`src/rtl/traffic_pkg.sv`:
```
// Shared state encoding and lamp indices for the crossroad controller and its display driver.
package traffic_pkg;

   typedef enum logic [1:0] {
      MG = 2'd0,
      MY = 2'd1,
      SG = 2'd2,
      SY = 2'd3
   } state_t;

   localparam logic [2:0] LAMP_MG    = 3'd0;
   localparam logic [2:0] LAMP_MY    = 3'd1;
   localparam logic [2:0] LAMP_SG    = 3'd2;
   localparam logic [2:0] LAMP_SY    = 3'd3;
   localparam logic [2:0] LAMP_NONE  = 3'd4;
   localparam logic [2:0] LAMP_BLANK = 3'd5;

   function automatic logic [2:0] main_lamp(input state_t s);
      case (s)
         MG:      main_lamp = LAMP_MG;
         MY:      main_lamp = LAMP_MY;
         default: main_lamp = LAMP_NONE;
      endcase
   endfunction

   function automatic logic [2:0] sub_lamp(input state_t s);
      case (s)
         SG:      sub_lamp = LAMP_SG;
         SY:      sub_lamp = LAMP_SY;
         default: sub_lamp = LAMP_NONE;
      endcase
   endfunction

endpackage

```
`src/rtl/traffic_light_ctrl_tick_gen.sv`:
```
// Free-running prescaler producing a one-cycle tick every TICK_DIV clocks.
module tick_gen #(
   parameter int TICK_DIV = 100_000_000
) (
   input  logic clk,
   input  logic rst_n,
   input  logic clr,
   output logic tick
);

   localparam int             W    = (TICK_DIV > 1) ? $clog2(TICK_DIV) : 1;
   localparam logic [W-1:0]   LAST = W'(TICK_DIV - 1);

   logic [W-1:0] r_cnt;

   always_ff @(posedge clk) begin
      if (!rst_n || clr)
         r_cnt <= '0;
      else if (r_cnt == LAST)
         r_cnt <= '0;
      else
         r_cnt <= r_cnt + 1'b1;
   end

   assign tick = (r_cnt == LAST);

endmodule

```
`src/rtl/traffic_light_ctrl.sv`:
```
// Crossroad phase sequencer: MG->MY->SG->SY countdowns on a 1 s tick, plus off and maintenance modes.
module traffic_light_ctrl
   import traffic_pkg::*;
#(
   parameter int TICK_DIV = 100_000_000,
   parameter int MG_T     = 30,
   parameter int SG_T     = 20,
   parameter int Y_T      = 3
) (
   input  logic       clk,
   input  logic       rst_n,
   input  logic       sw_off,
   input  logic       sw_maint,
   input  logic       hold,
   output logic [6:0] main_rest_time,
   output logic [6:0] sub_rest_time,
   output logic       dis,
   output logic       non,
   output logic [2:0] n1,
   output logic [2:0] n2
);

   localparam logic [6:0] MAIN_INIT = 7'(MG_T);
   localparam logic [6:0] SUB_INIT  = 7'(MG_T + Y_T);
   localparam logic [6:0] YEL       = 7'(Y_T);
   localparam logic [6:0] SUB_GRN   = 7'(SG_T);
   localparam logic [6:0] MAIN_RED  = 7'(SG_T + Y_T);

   state_t     r_state, w_state;
   logic [6:0] r_main, w_main, r_sub, w_sub;
   logic       r_blink, w_blink, r_dis, w_dis, r_non, w_non;
   logic [2:0] r_n1, w_n1, r_n2, w_n2;
   logic       w_tick;

   tick_gen #(.TICK_DIV(TICK_DIV)) u_tick (
      .clk   (clk),
      .rst_n (rst_n),
      .clr   (sw_off),
      .tick  (w_tick)
   );

   always_ff @(posedge clk) begin
      if (!rst_n) begin
         r_state <= MG;
         r_main  <= MAIN_INIT;
         r_sub   <= SUB_INIT;
         r_blink <= 1'b1;
         r_dis   <= 1'b0;
         r_non   <= 1'b0;
         r_n1    <= LAMP_MG;
         r_n2    <= LAMP_NONE;
      end else begin
         r_state <= w_state;
         r_main  <= w_main;
         r_sub   <= w_sub;
         r_blink <= w_blink;
         r_dis   <= w_dis;
         r_non   <= w_non;
         r_n1    <= w_n1;
         r_n2    <= w_n2;
      end
   end

   always_comb begin
      w_state = r_state;
      w_main  = r_main;
      w_sub   = r_sub;
      w_blink = r_blink;
      w_dis   = 1'b0;
      w_non   = 1'b0;
      w_n1    = LAMP_BLANK;
      w_n2    = LAMP_BLANK;
      if (sw_off) begin
         w_state = MG;
         w_main  = MAIN_INIT;
         w_sub   = SUB_INIT;
         w_blink = 1'b1;
         w_non   = 1'b1;
      end else if (sw_maint) begin
         w_state = MG;
         w_main  = MAIN_INIT;
         w_sub   = SUB_INIT;
         w_dis   = 1'b1;
         // r_dis low means this is the first maintenance cycle
         if (!r_dis)
            w_blink = 1'b1;
         else if (w_tick)
            w_blink = ~r_blink;
         w_n1 = w_blink ? LAMP_MY : LAMP_NONE;
         w_n2 = w_blink ? LAMP_SY : LAMP_NONE;
      end else begin
         if (w_tick && !hold) begin
            w_main = r_main - 7'd1;
            w_sub  = r_sub - 7'd1;
            case (r_state)
               MG: if (r_main == 7'd1) begin
                  w_state = MY;
                  w_main  = YEL;
               end
               MY: if (r_main == 7'd1) begin
                  w_state = SG;
                  w_main  = MAIN_RED;
                  w_sub   = SUB_GRN;
               end
               SG: if (r_sub == 7'd1) begin
                  w_state = SY;
                  w_sub   = YEL;
               end
               SY: if (r_sub == 7'd1) begin
                  w_state = MG;
                  w_main  = MAIN_INIT;
                  w_sub   = SUB_INIT;
               end
               default: w_state = MG;
            endcase
         end
         w_n1 = main_lamp(w_state);
         w_n2 = sub_lamp(w_state);
      end
   end

   assign main_rest_time = r_main;
   assign sub_rest_time  = r_sub;
   assign dis            = r_dis;
   assign non            = r_non;
   assign n1             = r_n1;
   assign n2             = r_n2;

endmodule

```
`config.mk`:
```
export PLATFORM = sky130hd
export DESIGN_NAME = traffic_light_ctrl
export DESIGN_NICKNAME = d
export VERILOG_FILES = /design/src/rtl/traffic_pkg.sv /design/src/rtl/traffic_light_ctrl_tick_gen.sv /design/src/rtl/traffic_light_ctrl.sv
export SDC_FILE = /design/constraint.sdc
export NUM_CORES = 1
export LEC_CHECK = 0
export ABC_AREA = 1
export CORE_AREA = 2 2 85 87
export DETAILED_ROUTE_END_ITERATION = 12
export DIE_AREA = 0 0 87 89
export HOLD_SLACK_MARGIN = 0.1
export SYNTH_ARGS = -nofsm -noshare
export SYNTH_HDL_FRONTEND = slang
export SYNTH_SLANG_ARGS = --single-unit
```
`constraint.sdc`:
```
create_clock -name clk -period 1.8 [get_ports clk]
set_clock_uncertainty 0.05 [all_clocks]
set_input_delay 0.36 -clock clk [delete_from_list [all_inputs] [get_ports clk]]
set_output_delay 0.36 -clock clk [all_outputs]
set_load 0.005 [all_outputs]
```
==> results.cfg, run 1 <==
[pwr]
p_sw_share_pct = 23.7
vdd_ir_drop_max_uv = 265
power.share.clock_pct = 35.1
p_comb_share_pct = 5.0
p_int_mw = 1.46
power_density_nw_per_um2 = 513
power_leakage_nw = 1.49
p_seq_share_pct = 59.9
p_switching_mw = 0.453

[flow_run]
max_cap_viol_count = 0

[die]
io-pin-count = 27
core_area_sq_um = 6720
design.die.area_sq_um = 7740
initial_core_util_pct = 44.7
chipHeight_microns = 89
rows = 30
die_x_microns = 87

[final_layout]
diodes = 0
area_delta_synth_final_pct = 24.0
final_core_util_pct = 55.4
layout-drive-gt1-share_pct = 21.8
final_nets = 523

[sta]
setup_viol = 0
holdWs_ps = 433
finalHoldViolCount = 0
slew_violations = 0
timing.slew.headroom_pct = 63.1
worst_slack_ps = 45.4
finalCritPeriodShare_pct = 97.5
fmax_mhz = 570
worst_pin_slew_ps = 548
finalCriticalPeriod_ps = 1750

[drt]
wl_met2_microns = 3060
top_layer_used = met4
drtPass1Iterations = 5
drtIter0Drc = 181
ant_nets = 0
vias = 2890
wl_met1_microns = 3920
avgRoutedWirePerCell_microns = 12.3
via_per_inst = 4.87
dr_wl_met3_microns = 244
drc = 0
wl_microns = 7300

[run_status]
status = completed

[placed_design]
pre_cts_slack_ps = -38.6
hpwl_microns = 5590
io_buffers = 25
gp_congestion = 0.866

[critical_path]
worstSetupStartpointType = flop
crit_start = sub_rest_time[0]
rr_worst_depth = 10
worstReg2RegEnd = sub_rest_time[3]
endpoint_kind = output pin
crit-reg2reg-launch = u_tick.r_cnt[0]
crit_arrival_ps = 1340
cp.required_ps = 1390
crit_fanout = 4
critical_path_class = flop to output pin
r2r_setup_slack_ps = 110

[clock_tree]
clockBufferDepth = 2
numCtsBuffers = 5
cts.sinks = 51
clk_latency_ps = 310
hold_buffers = 0
cts_tree = built
cts.clk_slew.worst_paths_ps = 100
cts_max_level = 2
cts_root_buffer = clkbuf_8

[synth]
synthFlopType = dfxtp_1
synth_edf_count = 0
yosys_warnings = 0
synthesis.area_sq_um = 3000
synth-seq-cells = 51
async_flop_share_pct = 0
postSynthAreaPerCell_sq_um = 6.59
syn_inst = 455
seq_area_frac_synth_pct = 34.0
synthesis.nets = 465
yosysUniqueCellTypes = 33

[global_routing]
first_global_vias = 2591
grt_max_degree = 23
gr-usage-all-layers_pct = 19.4
antenna_found_initial = 0
grt_pass1_wl_microns = 12100
grt.overflow.total = 0

[min_path]
min_to = u_tick.r_cnt[12]
hold_path_class = flop to flop
hold_start = u_tick.r_cnt[12]
worstHoldPathCells = 1
flip-flops by register name, summed over array words and instances, names as in the netlist:
name / count
r_state: 2
n1: 2
u_tick.r_cnt: 27
n2: 3
dis: 1
main_rest_time: 7
r_blink: 1
sub_rest_time: 7
non: 1
what timing repair did:
action,in CTS,in global routing
gates resized for setup,0,33
buffers inserted,0,3
setup endpoints to repair,0,43
synth_stat cells, types with 5 or more instances:
cell type	number	area share, %
nor3_1	19	3.2
nand2_1	107	13
nand4_1	13	2.7
nor2_1	55	6.9
nand3_1	30	5.0
a21oi_1	31	5.2
inv_1	59	7.4
o21ai_0	11	1.8
nand2_2	10	2.1
dfxtp_1	51	34
ha_1	5	2.1
nor2_4	9	3.4
xnor2_1	5	1.5
nor2_2	6	1.3
or2_2	6	1.3
inv_2	9	1.1
routing by layer:
metal | global-route usage (%) | vias to the layer above
met5 | 0 | -
met4 | 4.83 | 0
met3 | 2.86 | 6
met2 | 29.4 | 43
met1 | 29.0 | 1274
li1 | - | 1567
worst max path at each step:
stage | to | cells after the start
3_3_place_gp | main_rest_time[1] | 8
5_1_grt | main_rest_time[5] | 10
4_1_cts | u_tick.r_cnt[11] | 10
3_5_place_dp | main_rest_time[1] | 8
6_report | sub_rest_time[0] | 2
2_1_floorplan | u_tick.r_cnt[11] | 11
final cells by class:
class                   count  area, sq um
fillers                   675         3000
repair buffers             56          483
well taps                  80          100
multi-input cells         331         1760
clock buffers               6         72.6
inverters                  68          258
flip-flops and latches     51         1030
clock inverters             2         12.5
critical path: stages, from the launching register on:
cell             delay, ps
dfxtp_1                380
buf_4                  150
clkdlybuf4s50_1        500
logic make-up after synthesis:
kind of cell             after synthesis  share of synthesized area [%]
AO/OA/AOI/OAI                         48                           8.26
other                                  1                          0.125
flip-flops                            51                           34.0
adder cells (fa/ha/maj)                5                           2.09
XOR/XNOR                               8                           2.34
buffers and inverters                 73                           9.63
AND/OR/NAND/NOR                      269                           43.5
per-stage QoR:
| step | power [mW] | instance area, sq um | instances | setup TNS [ps] |
|---|---|---|---|---|
| 3_3_place_gp | 1.26 | 3530 | 583 | -22.6 |
| 3_5_place_dp | 1.26 | 3530 | 583 | -70.0 |
| 2_1_floorplan | 1.21 | 3000 | 455 | 0 |
| 6_report | 1.91 | 3720 | 594 | 0 |
| 4_1_cts | 1.93 | 3610 | 591 | 0 |
| 5_1_grt | 1.98 | 3720 | 594 | -3.99 |
placed cells by master, fill, tap and decap left out, types with 2 or more instances in the layout:
cell type	n
dfxtp_2	9
dfxtp_1	42
nand2_1	103
inv_1	55
nand2_4	2
nor2_2	8
nor4_1	2
nor2_4	12
or2_2	6
a21oi_1	30
clkdlybuf4s50_1	25
nor3b_2	2
nand4_1	13
o21ai_1	3
nor3_1	19
o211ai_1	2
o21ai_0	11
clkbuf_8	5
nand2_2	14
nor2_1	50
nand3_1	29
ha_1	4
inv_2	12
nand3_2	2
xor2_1	3
buf_4	31
xnor2_1	5
power by group through the flow:
stage	sequential (mW)	combinational [mW]	clock [mW]
global placement	1.17	0.0935	0
global route	1.14	0.107	0.728
CTS	1.14	0.0939	0.695
detailed placement	1.17	0.0935	0
floorplan	1.17	0.0395	0
finish	1.14	0.0962	0.670
Power figures use the tool's default switching activity.
==> run 2: changes to the inputs <==
--- a/config.mk
+++ b/config.mk
@@ -6,10 +6,11 @@
 export NUM_CORES = 1
 export LEC_CHECK = 0
 export ABC_AREA = 1
-export CORE_AREA = 2 2 85 87
+export CORE_AREA = 2 2 83 85
 export DETAILED_ROUTE_END_ITERATION = 12
-export DIE_AREA = 0 0 87 89
+export DIE_AREA = 0 0 85 87
 export HOLD_SLACK_MARGIN = 0.1
+export PLACE_DENSITY = 0.66
 export SYNTH_ARGS = -nofsm -noshare
 export SYNTH_HDL_FRONTEND = slang
 export SYNTH_SLANG_ARGS = --single-unit
==> run 2 against run 1 <==
  * Via count rose by 3.5%
  * Final cell count did not move
  * Utilization rose by 2.0 points
  * Routed wire length fell by 4.9%
  * Largest cell class unchanged
  * Largest power group unchanged
==> results.cfg, run 2 (synthesized netlist as in run 1, its figures left out) <==
[run_status]
status = completed

[critical_path]
crit_fanout = 4
slowest_stage = clkdlybuf4s50_1
endpoint_kind = output pin
critPathTopFamily = buffers and inverters
critical_path_class = flop to output pin
crit_start = sub_rest_time[0]
worstSetupStartpointType = flop
r2r_setup_slack_ps = 120
slowest_delay_ps = 500
cp_num_buf_inv = 2
crit-reg2reg-launch = u_tick.r_cnt[11]
cp.required_ps = 1390
path_cells = buf_4 -> clkdlybuf4s50_1
crit_arrival_ps = 1320

[sta]
fmax_mhz = 579
slew_violations = 0
finalCriticalPeriod_ps = 1730
worst_pin_slew_ps = 535
worst_slack_ps = 74.2
setup_viol = 0
fin_setup_tns_ps = 0
finalHoldViolCount = 0
finalCritPeriodShare_pct = 95.9
timing.slew.headroom_pct = 64.0
rsz0062_at_grt = yes

[global_routing]
antenna_found_initial = 0
first_global_vias = 2686
grt.overflow.total = 0
grt_pass1_wl_microns = 11600
grt_max_degree = 23
gr-usage-all-layers_pct = 19.3

[pwr]
power_leakage_nw = 1.53
vdd_ir_drop_max_uv = 378
finalPower_mw = 2.01
power_density_nw_per_um2 = 533

[final_layout]
design_area_sq_um = 3760
final_cells = 594
top_register = u_tick.r_cnt
layout_commonest_cell = nand2_1
largest_register_ffs = 27
final_nets = 524
diodes = 0
mostFrequentLayoutCells = nand2_1, inv_1, nor2_1
layout-drive-gt1-share_pct = 21.8
area_delta_synth_final_pct = 25.5

[placed_design]
io_buffers = 25
pre_cts_slack_ps = -31.8
gp_congestion = 0.904
hpwl_microns = 5350
place_area_sq_um = 3500
dp.cells = 580

[drt]
wl_microns = 6940
drtIter0Drc = 113
via_per_inst = 5.04
avgRoutedWirePerCell_microns = 11.7
drtPass1Iterations = 4
vias = 2991
ant_nets = 0
drc = 0

[die]
rows = 30
initial_core_util_pct = 45.7
core_area_sq_um = 6570
chipHeight_microns = 87
io-pin-count = 27
die_x_microns = 85
design.die.area_sq_um = 7400

[clock_tree]
cts.sinks = 51
cts_max_level = 2
cts_root_buffer = clkbuf_8
numCtsBuffers = 5
clk_latency_ps = 300
clockBufferDepth = 2
cts_tree = built
cts.clk_slew.worst_paths_ps = 90

[min_path]
hold_path_class = flop to flop
hold_start = u_tick.r_cnt[21]

[flow_run]
max_cap_viol_count = 0
## run 2: changes by cell type in the layout (fill, tap and decap cells not counted), sizes merged
cell / before / now
buf: 31 / 32
bufinv: 0 / 1
clkinv: 1 / 0
clkinvlp: 1 / 0
## run 2: path summary, 6_finish.rpt
kind                      endpoint  depth (start not counted)
setup / recovery  sub_rest_time[0]                          2
hold / removal    u_tick.r_cnt[21]                          2
setup reg to reg  u_tick.r_cnt[23]                          6
hold reg to reg   u_tick.r_cnt[21]                          2
## run 2: per-layer routing
metal | GRT usage [%] | vias up | wire, microns
met5 | 0 | - | 0
met4 | 6.49 | 0 | 97
met3 | 3.51 | 8 | 216
met2 | 34.7 | 46 | 3410
met1 | 23.3 | 1369 | 3220
li1 | - | 1568 | -
## run 2: power by group
group	internal [mW]	switching, mW
clock network	0.408	0.363
logic	0.0442	0.0485
registers	1.14	0.00396
## run 2: layout make-up
cell class | count | area (sq um)
clock buffer | 6 | 72.6
clock inverter | 1 | 30.0
tap | 80 | 100
sequential | 51 | 1030
multi-input combinational | 331 | 1780
fill | 621 | 2800
timing repair buffer | 57 | 490
inverter | 68 | 258
## run 2: repair_timing
action / in CTS / in global routing
buffers inserted: 0 / 7
endpoints found under the setup margin: 0 / 44
hold buffers: 0 / 0
resized for setup: 0 / 34
hold endpoints to repair: 0 / 0
## run 2: through the flow
stage,hold WS [ps],util [%]
5_1_grt,455,57.3
3_5_place_dp,417,53.4
2_1_floorplan,401,-
6_report,431,57.3
4_1_cts,431,54.9
3_3_place_gp,410,53.4
## run 2: worst min-delay path, stage by stage (launching register included)
cell     delay [ps]
dfxtp_1         330
nand2_1          60
a21oi_1          50
